<file path="src/rtl/mem_ldst_unit_pkg.sv">
// Shared types for the load/store access unit: size codes, FSM states, request payload.
package mem_ldst_unit_pkg;

    localparam int unsigned ADDR_W = 32;
    localparam int unsigned DATA_W = 32;
    localparam int unsigned BE_W   = DATA_W / 8;

    typedef enum logic [1:0] {
        SIZE_B = 2'b00,
        SIZE_H = 2'b01,
        SIZE_W = 2'b10,
        SIZE_X = 2'b11
    } size_e;

    typedef enum logic [1:0] {
        IDLE   = 2'b00,
        ACCESS = 2'b01,
        DONE   = 2'b10
    } state_e;

    typedef struct packed {
        logic              we;
        size_e             size;
        logic              uns;
        logic [ADDR_W-1:0] addr;
        logic [DATA_W-1:0] wdata;
    } ldst_req_t;

endpackage

</file>
<file path="src/rtl/mem_ldst_unit_lane_align.sv">
// Combinational lane logic: store byte enables/replication, load extraction/extension, misalign detect.
module mem_ldst_unit_lane_align
    import mem_ldst_unit_pkg::*;
(
    input  logic              i_we,
    input  size_e             i_size,
    input  logic              i_unsigned,
    input  logic [1:0]        i_addr_lo,
    input  logic [DATA_W-1:0] i_wdata,
    input  logic [DATA_W-1:0] i_rdata,
    output logic [BE_W-1:0]   o_be_c,
    output logic [DATA_W-1:0] o_wdata_c,
    output logic [DATA_W-1:0] o_ldata_c,
    output logic              o_misalign_c
);

    logic [DATA_W-1:0] w_rshift;
    logic [7:0]        w_byte;
    logic [15:0]       w_half;

    // Byte lane selected by the low address bits; half lane by addr[1].
    assign w_rshift = i_rdata >> {i_addr_lo, 3'b000};
    assign w_byte   = w_rshift[7:0];
    assign w_half   = i_addr_lo[1] ? i_rdata[31:16] : i_rdata[15:0];

    // Per-size lane mapping; loads never assert byte enables.
    always_comb begin
        o_be_c       = '0;
        o_wdata_c    = i_wdata;
        o_ldata_c    = i_rdata;
        o_misalign_c = 1'b0;
        case (i_size)
            SIZE_B: begin
                o_be_c    = 4'b0001 << i_addr_lo;
                o_wdata_c = {4{i_wdata[7:0]}};
                o_ldata_c = i_unsigned ? {24'h0, w_byte} : {{24{w_byte[7]}}, w_byte};
            end
            SIZE_H: begin
                o_misalign_c = i_addr_lo[0];
                o_be_c       = 4'b0011 << i_addr_lo;
                o_wdata_c    = {2{i_wdata[15:0]}};
                o_ldata_c    = i_unsigned ? {16'h0, w_half} : {{16{w_half[15]}}, w_half};
            end
            SIZE_W: begin
                o_misalign_c = (i_addr_lo != 2'b00);
                o_be_c       = 4'b1111;
            end
            SIZE_X: begin
                o_misalign_c = 1'b1;
            end
            default: begin
                o_misalign_c = 1'b1;
            end
        endcase
        if (!i_we) begin
            o_be_c = '0;
        end
    end

endmodule

</file>
<file path="src/rtl/mem_ldst_unit.sv">
// Load/store access unit: accepts one request in IDLE, runs a word-aligned memory
// access with timeout, and returns an extended load result with a done/err pulse.
module mem_ldst_unit
    import mem_ldst_unit_pkg::*;
#(
    parameter int unsigned TIMEOUT = 16,
    parameter int unsigned CNT_W   = 5
) (
    input  logic              clk,
    input  logic              rst,
    input  logic              req_valid,
    input  logic              req_we,
    input  logic [1:0]        req_size,
    input  logic              req_unsigned,
    input  logic [ADDR_W-1:0] req_addr,
    input  logic [DATA_W-1:0] req_wdata,
    output logic              busy,
    output logic              done,
    output logic              err,
    output logic [DATA_W-1:0] rdata,
    output logic              mem_en,
    output logic [BE_W-1:0]   mem_we,
    output logic [ADDR_W-1:0] mem_addr,
    output logic [DATA_W-1:0] mem_wdata,
    input  logic [DATA_W-1:0] mem_rdata,
    input  logic              mem_ack
);

    localparam logic [CNT_W-1:0] CNT_LAST = CNT_W'(TIMEOUT - 1);

    state_e            r_state;
    state_e            w_state_nxt;
    ldst_req_t         r_req;
    ldst_req_t         w_req_in;
    ldst_req_t         w_req_eff;
    logic [CNT_W-1:0]  r_cnt;
    logic [CNT_W-1:0]  w_cnt_nxt;
    logic              w_err_nxt;
    logic              w_load_rdata;
    logic              w_accept;
    logic [BE_W-1:0]   w_be;
    logic [DATA_W-1:0] w_wdata;
    logic [DATA_W-1:0] w_ldata;
    logic              w_misalign;

    logic              r_busy;
    logic              r_done;
    logic              r_err;
    logic [DATA_W-1:0] r_rdata;
    logic              r_mem_en;
    logic [BE_W-1:0]   r_mem_we;
    logic [ADDR_W-1:0] r_mem_addr;
    logic [DATA_W-1:0] r_mem_wdata;

    // In IDLE the lane logic looks at the incoming request, afterwards at the latched one.
    assign w_req_in  = '{we: req_we, size: size_e'(req_size), uns: req_unsigned,
                         addr: req_addr, wdata: req_wdata};
    assign w_req_eff = (r_state == IDLE) ? w_req_in : r_req;
    assign w_accept  = (r_state == IDLE) && req_valid;

    mem_ldst_unit_lane_align u_lane_align (
        .i_we        (w_req_eff.we),
        .i_size      (w_req_eff.size),
        .i_unsigned  (w_req_eff.uns),
        .i_addr_lo   (w_req_eff.addr[1:0]),
        .i_wdata     (w_req_eff.wdata),
        .i_rdata     (mem_rdata),
        .o_be_c      (w_be),
        .o_wdata_c   (w_wdata),
        .o_ldata_c   (w_ldata),
        .o_misalign_c(w_misalign)
    );

    // Next-state, timeout counter and completion decisions.
    always_comb begin
        w_state_nxt  = r_state;
        w_cnt_nxt    = r_cnt;
        w_err_nxt    = 1'b0;
        w_load_rdata = 1'b0;
        case (r_state)
            IDLE: begin
                w_cnt_nxt = '0;
                if (req_valid) begin
                    if (w_misalign) begin
                        w_state_nxt = DONE;
                        w_err_nxt   = 1'b1;
                    end else begin
                        w_state_nxt = ACCESS;
                    end
                end
            end
            ACCESS: begin
                if (mem_ack) begin
                    w_state_nxt  = DONE;
                    w_load_rdata = !r_req.we;
                end else if (r_cnt == CNT_LAST) begin
                    w_state_nxt = DONE;
                    w_err_nxt   = 1'b1;
                end else begin
                    w_cnt_nxt = r_cnt + CNT_W'(1);
                end
            end
            DONE: begin
                w_state_nxt = IDLE;
            end
            default: begin
                w_state_nxt = IDLE;
            end
        endcase
    end

    // State, counter, request latch and load result.
    always_ff @(posedge clk or negedge rst) begin
        if (!rst) begin
            r_state <= IDLE;
            r_cnt   <= '0;
            r_req   <= '0;
            r_rdata <= '0;
        end else begin
            r_state <= w_state_nxt;
            r_cnt   <= w_cnt_nxt;
            if (w_accept) begin
                r_req <= w_req_in;
            end
            if (w_load_rdata) begin
                r_rdata <= w_ldata;
            end
        end
    end

    // Registered outputs decoded from the upcoming state; memory port held stable through ACCESS.
    always_ff @(posedge clk or negedge rst) begin
        if (!rst) begin
            r_busy      <= 1'b0;
            r_done      <= 1'b0;
            r_err       <= 1'b0;
            r_mem_en    <= 1'b0;
            r_mem_we    <= '0;
            r_mem_addr  <= '0;
            r_mem_wdata <= '0;
        end else begin
            r_busy   <= (w_state_nxt != IDLE);
            r_done   <= (w_state_nxt == DONE);
            r_err    <= w_err_nxt;
            r_mem_en <= (w_state_nxt == ACCESS);
            r_mem_we <= (w_state_nxt == ACCESS) ? w_be : '0;
            if (w_state_nxt == ACCESS) begin
                r_mem_addr  <= {w_req_eff.addr[ADDR_W-1:2], 2'b00};
                r_mem_wdata <= w_wdata;
            end
        end
    end

    assign busy      = r_busy;
    assign done      = r_done;
    assign err       = r_err;
    assign rdata     = r_rdata;
    assign mem_en    = r_mem_en;
    assign mem_we    = r_mem_we;
    assign mem_addr  = r_mem_addr;
    assign mem_wdata = r_mem_wdata;

endmodule

</file>
<file path="config.mk">
export PLATFORM = sky130hd
export DESIGN_NAME = mem_ldst_unit
export DESIGN_NICKNAME = d
export VERILOG_FILES = /design/src/rtl/mem_ldst_unit_pkg.sv /design/src/rtl/mem_ldst_unit_lane_align.sv /design/src/rtl/mem_ldst_unit.sv
export SDC_FILE = /design/constraint.sdc
export NUM_CORES = 1
export LEC_CHECK = 0
export BUFFER_PORTS_ARGS = -buffer_cell sky130_fd_sc_hd__buf_2
export CAP_MARGIN = 40
export CORE_MARGIN = 2
export CORE_UTILIZATION = 40
export CTS_BUF_LIST = sky130_fd_sc_hd__clkbuf_4
export CTS_CLUSTER_DIAMETER = 150
export DETAILED_ROUTE_END_ITERATION = 12
export SYNTH_ARGS = -nofsm -noshare
export SYNTH_HDL_FRONTEND = slang
export SYNTH_HIERARCHICAL = 1
export SYNTH_SLANG_ARGS = --single-unit
</file>
<file path="constraint.sdc">
create_clock -name clk -period 4.8 [get_ports clk]
set_input_delay 0.24 -clock clk [delete_from_list [all_inputs] [get_ports clk]]
set_output_delay 0.24 -clock clk [all_outputs]
set_load 0.005 [all_outputs]
</file>
==> results of run 1 <==
-- sequential cells by signal (all words and copies together) (netlist names) --
signal / count
mem_we: 4
mem_wdata: 32
done: 1
rdata: 32
busy: 1
r_cnt: 5
r_req: 68
mem_en: 1
mem_addr: 30
err: 1
r_state: 2
-- area by class of cell --
| type | instances | share of cell area, % |
|---|---|---|
| Clock inverter | 13 | 1.29 |
| Timing Repair Buffer | 290 | 16.5 |
| Tap cell | 285 | 3.18 |
| Inverter | 6 | 0.246 |
| Multi-Input combinational cell | 459 | 37.9 |
| Clock buffer | 19 | 1.27 |
| Antenna cell | 2 | 0.0447 |
| Sequential cell | 177 | 39.5 |
-- power by group through the flow --
| stage | Sequential [uW] | Clock [uW] | Combinational [uW] |
|---|---|---|---|
| floorplan | 2590 | 0 | 2760 |
| global placement | 2620 | 0 | 3550 |
| detailed placement | 2640 | 0 | 3610 |
| CTS | 2610 | 913 | 3670 |
| global route | 2700 | 967 | 3980 |
| finish | 2600 | 871 | 3630 |
-- layout by cell type, fill, tap and decap left out, drive strengths merged, types with 2 or more instances in the layout --
master,Yosys,routed
mux2,242,242
buf,51,217
dfrtp,177,177
dlygate4sd3,0,73
a21oi,48,48
nand2,43,43
nor2,21,21
clkbuf,12,19
o21ai,17,17
nor2b,11,11
inv,4,11
mux2i,9,9
o221ai,8,8
o22ai,7,7
mux4,7,7
a211oi,7,7
and2,4,4
nand3,4,4
clkinv,2,4
nand3b,3,3
nand2b,3,3
o21a,3,3
clkinvlp,0,3
nor3,3,3
diode,0,2
o211ai,2,2
ha,2,2
conb,1,2
or2,2,2
-- metrics by stage --
stage,area [um^2],util (%),worst slack (ns)
after detailed placement,10200,45.3,1.32
after global placement,10200,45.2,1.34
final,11200,49.8,1.30
after global routing,11200,49.8,1.15
after floorplan,9110,-,1.37
after CTS,11200,49.8,1.28
-- metal layers --
| metal | vias up | GRT usage (%) |
|---|---|---|
| li1 | 3018 | - |
| met1 | 3138 | 26.4 |
| met4 | 0 | 4.50 |
| met2 | 181 | 29.3 |
| met5 | - | 0 |
| met3 | 16 | 5.15 |
-- worst max-delay path: stages, from the launching register on --
cell and delay, ns:
sky130_fd_sc_hd__dfrtp_1 0.62, sky130_fd_sc_hd__nor2_4 0.22, sky130_fd_sc_hd__buf_4 0.45, sky130_fd_sc_hd__mux2_2 0.55, sky130_fd_sc_hd__o21ai_0 0.20, sky130_fd_sc_hd__a21oi_1 0.12
sky130_fd_sc_hd__o41a_2 0.50, sky130_fd_sc_hd__buf_4 0.33, sky130_fd_sc_hd__mux2_4 0.36
-- path summary, 6_finish.rpt --
check | cells after the start | slack [ns] | to
setup reg to reg | 8 | 1.30 | mem_wdata[15]
hold / removal | 4 | 0.08 | rdata[8]
setup / recovery | 8 | 1.30 | mem_wdata[15]
min in group asynchronous | 2 | 0.27 | r_req[0]
max in group asynchronous | 3 | 3.32 | rdata[0]
hold reg to reg | 1 | 0.50 | mem_addr[16]
-- cells by family (layout without fill, tap and decap cells) --
kind of cell / Yosys count / count (layout) / synth area share (%)
muxes: 258 / 258 / 33.9
DFF: 177 / 177 / 48.7
and+or+nand+nor: 100 / 100 / 5.22
AOI/OAI and AO/OA: 97 / 97 / 6.85
buffers and inverters: 69 / 328 / 5.02
adders and majority gates: 2 / 2 / 0.275
other: 1 / 4 / 0.0412
==> impl_metrics.py, run 1 <==
metrics = {
    "status": {
        "outcome": "complete, no violations",
    },
    "timing": {
        "rsz0062_at_grt": "no",
        "achievable-frequency_mhz": 286,
        "hold_ws_ns": 0.0772,
        "totalNegativeSetupSlack_ns": 0,
        "hold_violations": 0,
        "timing_worst_slew_pin_value_ns": 0.783,
        "period_share_pct": 72.9,
        "timing.clock.skew_ns": 0.0325,
        "maxSlewHeadroom_pct": 47.8,
        "fin_crit_ns": 3.50,
        "setup_viol": 0,
        "timing.final.max_slew_violations": 0,
    },
    "job": {
        "drv.max_cap_violation_count": 0,
    },
    "drt": {
        "routed-via-count": 6353,
        "highest_layer": "met4",
        "drt-pass1-iter-count": 4,
        "wirelength_met1_um": 10500,
        "route.detailed.drc": 0,
        "route.met3.wl_um": 1260,
        "routed_wire_length_per_instance_um": 17.7,
        "antenna_violating_nets_post_route": 0,
        "drt-initial-drc-count": 255,
        "post_drt_via_cell_ratio": 5.08,
        "route.met2.wl_um": 10100,
        "wirelength_um": 22100,
    },
    "logic_synthesis": {
        "synth_enable_flop_cells": 0,
        "netlist-cell-type-count": 49,
        "synth-seq-cells": 177,
        "synth_cell_area_um2": 9100,
        "yosysWarnings": 6,
        "cell_type_with_the_largest_total_area_after_synthesis": "sky130_fd_sc_hd__dfrtp_1",
        "post-synth-top-count-cell": "sky130_fd_sc_hd__mux2_2",
        "yosys-top-cells-count": "188 x sky130_fd_sc_hd__mux2_2, 177 x sky130_fd_sc_hd__dfrtp_1, 47 x sky130_fd_sc_hd__a21oi_1",
        "yosys_most_used_dff": "sky130_fd_sc_hd__dfrtp_1",
        "synth-async-reset-ratio_pct": 100,
        "synthCells": 704,
        "seq_area_frac_synth_pct": 48.7,
        "post-synth-top-area-fraction_pct": 48.7,
        "average_instance_area_after_synthesis_um2": 12.9,
        "yosys-top-cells-area": "sky130_fd_sc_hd__dfrtp_1 49%, sky130_fd_sc_hd__mux2_2 23%, sky130_fd_sc_hd__mux2_4 5.1%, sky130_fd_sc_hd__mux2_1 2.8%, sky130_fd_sc_hd__a21oi_1 2.6%",
    },
    "clock_network": {
        "numCtsBuffers": 17,
        "cts_hold_buf": 73,
        "clkTransAtPathRegs_ns": 0.16,
        "clkSinkCount": 177,
        "cts.htree.levels": 4,
        "ctsResizeCount": 0,
        "cts_tree": "yes",
        "clkLatencyLatePin_ns": 0.57,
        "cts-root-buf": "sky130_fd_sc_hd__clkbuf_4",
        "post_cts_buffers": 0,
        "cts_max_path_buffers": 2,
    },
    "place": {
        "placed_cells_incl_taps": 1144,
        "finalWeightedCongestion": 0.770,
        "place_hpwl_um": 14800,
        "buffer_ports.inserted": 205,
    },
    "floorplanning": {
        "area_of_the_core_um2": 22500,
        "die_w_um": 155,
        "die_h_um": 155,
        "floorplan.initialDensity_pct": 40.5,
        "pin_count": 208,
        "full_die_area_um2": 24000,
        "rows": 55,
    },
    "power_and_ir_drop": {
        "combinationalPowerShare_pct": 51.1,
        "power.share.clock_pct": 12.3,
        "power.ir.vdd_worst_uv": 310,
        "p_sw_share_pct": 37.0,
        "power_leakage_uw": 0.00516,
        "report.power.total_uw": 7100,
        "ratio_of_total_power_to_cell_area_nw_per_um2": 634,
        "intPower_uw": 4470,
        "switching_pwr_uw": 2630,
        "share_seq_of_total_power_pct": 36.7,
    },
    "hold_path": {
        "holdCritStartpoint": "mem_rdata[8]",
        "min-delay-path-class": "primary input to flop",
    },
    "setup_path": {
        "worstSetupEndpointType": "flop",
        "cp-start-kind": "flop",
        "timing.rr.start": "r_state[1]",
        "worst-endpoint-arrival_ns": 3.95,
        "critPathLaunch": "r_state[1]",
        "worst_ep_required_time_ns": 5.25,
        "worst_path_fanout_max": 35,
        "timing.setup.critical_path_class": "flop to flop",
    },
    "cells_and_area": {
        "regArea_um2": 4430,
        "multi_input_area_um2": 4250,
        "design.final.nets": 1057,
        "final.fill_count": 2047,
        "finish.cell_count_without_fillers": 1251,
        "drive_gt1_share_pct": 50.6,
        "syn_to_final_growth_pct": 23.1,
    },
    "grt": {
        "grt.overflow.total": 0,
        "first_global_vias": 6487,
        "global_route_wire_length_before_repair_um": 35700,
        "grt_start_max_net_pins": 83,
        "number_of_antenna_violations_at_the_first_check_in_global_routing": 2,
        "grt_use_total_pct": 18.9,
    },
}
No activity file was read; power rests on OpenSTA's default activity.
==> run 2, diff against run 1 <==
--- a/config.mk
+++ b/config.mk
@@ -5,6 +5,7 @@
 export SDC_FILE = /design/constraint.sdc
 export NUM_CORES = 1
 export LEC_CHECK = 0
+export ABC_AREA = 1
 export BUFFER_PORTS_ARGS = -buffer_cell sky130_fd_sc_hd__buf_2
 export CAP_MARGIN = 40
 export CORE_MARGIN = 2
==> constraint.sdc (replaced) <==
create_clock -name clk -period 3.41 [get_ports clk]
set_input_delay 0.1705 -clock clk [delete_from_list [all_inputs] [get_ports clk]]
set_output_delay 0.1705 -clock clk [all_outputs]
set_load 0.005 [all_outputs]
==> run 2 against run 1 <==
Effect of this change:
- setup slack got worse by 1.0 ns
- combinational power increased by 37%
- first-iteration DRC count rose to 2.9 times the previous value
- non-clock buffer count up 42
- global-route usage grew 3.3 points
- clock power grew 23%
- routed wire length increased by 18%
- synthesized cell count rose by 71%
- clock skew shrank 0.0076 ns
- sequential cell count did not move
- largest power group unchanged
==> impl_metrics.py, run 2 <==
metrics = {
    "status": {
        "outcome": "complete, no violations",
    },
    "logic_synthesis": {
        "synth_enable_flop_cells": 0,
        "synth-seq-cells": 177,
        "average_instance_area_after_synthesis_um2": 7.48,
        "cell_type_with_the_largest_total_area_after_synthesis": "sky130_fd_sc_hd__dfrtp_1",
        "synth_cell_area_um2": 9010,
        "yosys-top-cells-area": "sky130_fd_sc_hd__dfrtp_1 49%, sky130_fd_sc_hd__nand2_1 17%, sky130_fd_sc_hd__nand3_1 7.0%, sky130_fd_sc_hd__o21ai_0 5.6%, sky130_fd_sc_hd__a21oi_1 4.9%",
        "synthCells": 1204,
        "netlist-cell-type-count": 29,
        "synth-async-reset-ratio_pct": 100,
        "yosysWarnings": 6,
        "post-synth-top-count-cell": "sky130_fd_sc_hd__nand2_1",
        "yosys-top-cells-count": "417 x sky130_fd_sc_hd__nand2_1, 177 x sky130_fd_sc_hd__dfrtp_1, 126 x sky130_fd_sc_hd__nand3_1",
        "yosys_most_used_dff": "sky130_fd_sc_hd__dfrtp_1",
        "post-synth-top-area-fraction_pct": 49.2,
        "seq_area_frac_synth_pct": 49.2,
    },
    "drt": {
        "drt-initial-drc-count": 748,
        "post_drt_via_cell_ratio": 4.94,
        "route.detailed.drc": 0,
        "routed_wire_length_per_instance_um": 14.8,
        "drt-pass1-iter-count": 6,
        "routed-via-count": 8705,
        "wirelength_um": 26000,
        "antenna_violating_nets_post_route": 0,
    },
    "cells_and_area": {
        "drive_gt1_share_pct": 18.6,
        "regArea_um2": 4430,
        "final.fill_count": 2192,
        "layout_commonest_cell": "sky130_fd_sc_hd__nand2_1",
        "final_cell_mix": "417 x sky130_fd_sc_hd__nand2_1, 204 x sky130_fd_sc_hd__buf_2, 177 x sky130_fd_sc_hd__dfrtp_1",
        "design.final.nets": 1574,
        "utilization_pct": 52.1,
        "top_register": "r_req",
        "syn_to_final_growth_pct": 27.0,
        "largest_reg_flops": 68,
        "multi_input_area_um2": 3710,
    },
    "clock_network": {
        "clkSinkCount": 177,
        "clkTransAtPathRegs_ns": 0.15,
        "cts_tree": "yes",
        "numCtsBuffers": 17,
        "cts-root-buf": "sky130_fd_sc_hd__clkbuf_4",
        "cts_max_path_buffers": 2,
        "cts.htree.levels": 4,
        "clkLatencyLatePin_ns": 0.56,
        "post_cts_buffers": 0,
    },
    "setup_path": {
        "timing.reg2reg.setup_slack_ns": 0.27,
        "critPathLaunch": "r_state[1]",
        "worst_path_largest_cell_delay_ns": 0.59,
        "worst_path_fanout_max": 52,
        "worstSetupEndpointType": "flop",
        "timing.rr.start": "r_state[1]",
        "worst-endpoint-arrival_ns": 3.60,
        "slowest_stage": "sky130_fd_sc_hd__dlygate4sd3_1",
        "largest_delay_contributor_family_on_the_critical_path": "buffers and inverters",
        "timing.setup.critical_path_class": "flop to flop",
        "worst_r2r_endpoint": "rdata[9]",
        "worst_ep_required_time_ns": 3.88,
        "critical_path_cell_sequence": "nor2_4, nor2_1, a21oi_4, buf_4, nor2_2, buf_4, nand3_4, nand3_1, dlygate4sd3_1, nand3_1, nand2_1",
        "cp-start-kind": "flop",
        "worstPathBufferInverterCount": 3,
        "r2r.worst_path.cells": 11,
    },
    "timing": {
        "timing_worst_slew_pin_value_ns": 0.806,
        "rsz0062_at_grt": "no",
        "timing.clock.skew_ns": 0.0249,
        "hold_violations": 0,
        "timing.final.max_slew_violations": 0,
        "fin_crit_ns": 3.14,
        "maxSlewHeadroom_pct": 46.3,
        "final_critical_path_setup_slack_ns": 0.273,
        "period_share_pct": 92.0,
        "hold_ws_ns": 0.123,
        "totalNegativeSetupSlack_ns": 0,
        "achievable-frequency_mhz": 319,
        "setup_viol": 0,
    },
    "power_and_ir_drop": {
        "p_sw_share_pct": 45.6,
        "switching_pwr_uw": 4400,
        "report.power.total_uw": 9630,
        "intPower_uw": 5240,
        "power.ir.vdd_worst_uv": 430,
        "ratio_of_total_power_to_cell_area_nw_per_um2": 842,
        "power_leakage_uw": 0.00631,
        "combinationalPowerShare_pct": 51.5,
        "power.share.clock_pct": 11.1,
        "share_seq_of_total_power_pct": 37.4,
    },
    "hold_path": {
        "min-delay-path-class": "primary input to flop",
        "holdCritStartpoint": "req_valid",
        "hold-path-endpoint": "err",
        "min_delay_path_depth": 5,
    },
    "grt": {
        "grt_start_max_net_pins": 81,
        "first_global_vias": 8268,
        "grt_use_total_pct": 22.2,
        "grt.overflow.total": 0,
        "number_of_antenna_violations_at_the_first_check_in_global_routing": 1,
        "global_route_wire_length_before_repair_um": 42400,
    },
    "floorplanning": {
        "rows": 54,
        "pin_count": 208,
        "floorplan.initialDensity_pct": 41.0,
        "die_h_um": 154,
        "area_of_the_core_um2": 22000,
        "die_w_um": 154,
        "full_die_area_um2": 23700,
    },
    "place": {
        "place_hpwl_um": 17000,
        "buffer_ports.inserted": 205,
        "dpl_worst_slack_ns": 0.631,
        "finalWeightedCongestion": 0.868,
    },
    "job": {
        "drv.max_cap_violation_count": 0,
    },
}
==> run 2: cell count changes in the layout (fill, tap and decap cells not counted), sizes merged, moves of 8 or more <==
cell,before,now
mux2,242,0
nand2,43,423
a21oi,48,89
inv,11,100
nand3,4,129
nor2,21,85
o21ai,17,103
mux2i,9,1
nor2b,11,0
dlygate4sd3,73,108
==> run 2: through the flow <==
step,cells,area (um^2)
2_1_floorplan,1205,9010
3_3_place_gp,1617,10000
3_5_place_dp,1621,10100
4_1_cts,1761,11400
5_1_grt,1763,11400
6_report,1763,11400
==> run 2: power by group through the flow <==
stage	combinational, uW	clock, uW	sequential (uW)
global route	5670	1210	3730
finish	4960	1070	3600
CTS	4970	1120	3600
floorplan	3440	0	3590
global placement	4680	0	3640
detailed placement	4840	0	3640
==> run 2: area by class of cell <==
class	instances	share of cell area, %
antenna	2	0.0437
clock buffer	20	1.31
inverter	96	3.17
sequential	177	38.7
multi-input combinational	844	32.5
timing repair buffer	332	20.5
clock inverter	12	0.733
tap	280	3.06
==> run 2: how the worst max path moves through the flow <==
| stage | cells after the start | to |
|---|---|---|
| finish | 11 | rdata[9] |
| global route | 11 | rdata[9] |
| CTS | 11 | rdata[9] |
| detailed placement | 11 | mem_wdata[22] |
| global placement | 10 | busy |
| floorplan | 15 | busy |
==> run 2: timing repair <==
item                      in CTS  in global routing
hold endpoints to repair     262                  0
hold buffers                 108                  0
resized for setup              0                  0
==> run 2: cells by family (layout without fill, tap and decap cells) <==
group                      Yosys count  in the layout  share of synthesized area (%)
AOI/OAI and AO/OA                  199            199                           11.3
adders and majority gates            2              2                          0.278
buffers and inverters              184            460                           9.92
DFF                                177            177                           49.2
muxes                                1              1                          0.111
other                                1              4                         0.0416
and+or+nand+nor                    640            640                           29.2
==> run 2: worst register-to-register path, delay by kind of cell, from the launching register on <==
kind / cells / cell delay, ns
buffers and inverters: 3 / 1.34
flip-flops: 1 / 0.46
AND/OR/NAND/NOR: 7 / 1.08
AO/OA/AOI/OAI: 1 / 0.19
==> run 2: per-layer routing <==
metal	track usage [%]	share of wire, %	up-vias
li1	-	-	4340
met1	30.9	46	4042
met2	35.5	47	285
met3	3.55	5.2	38
met4	7.17	2.0	0
met5	0	0	-
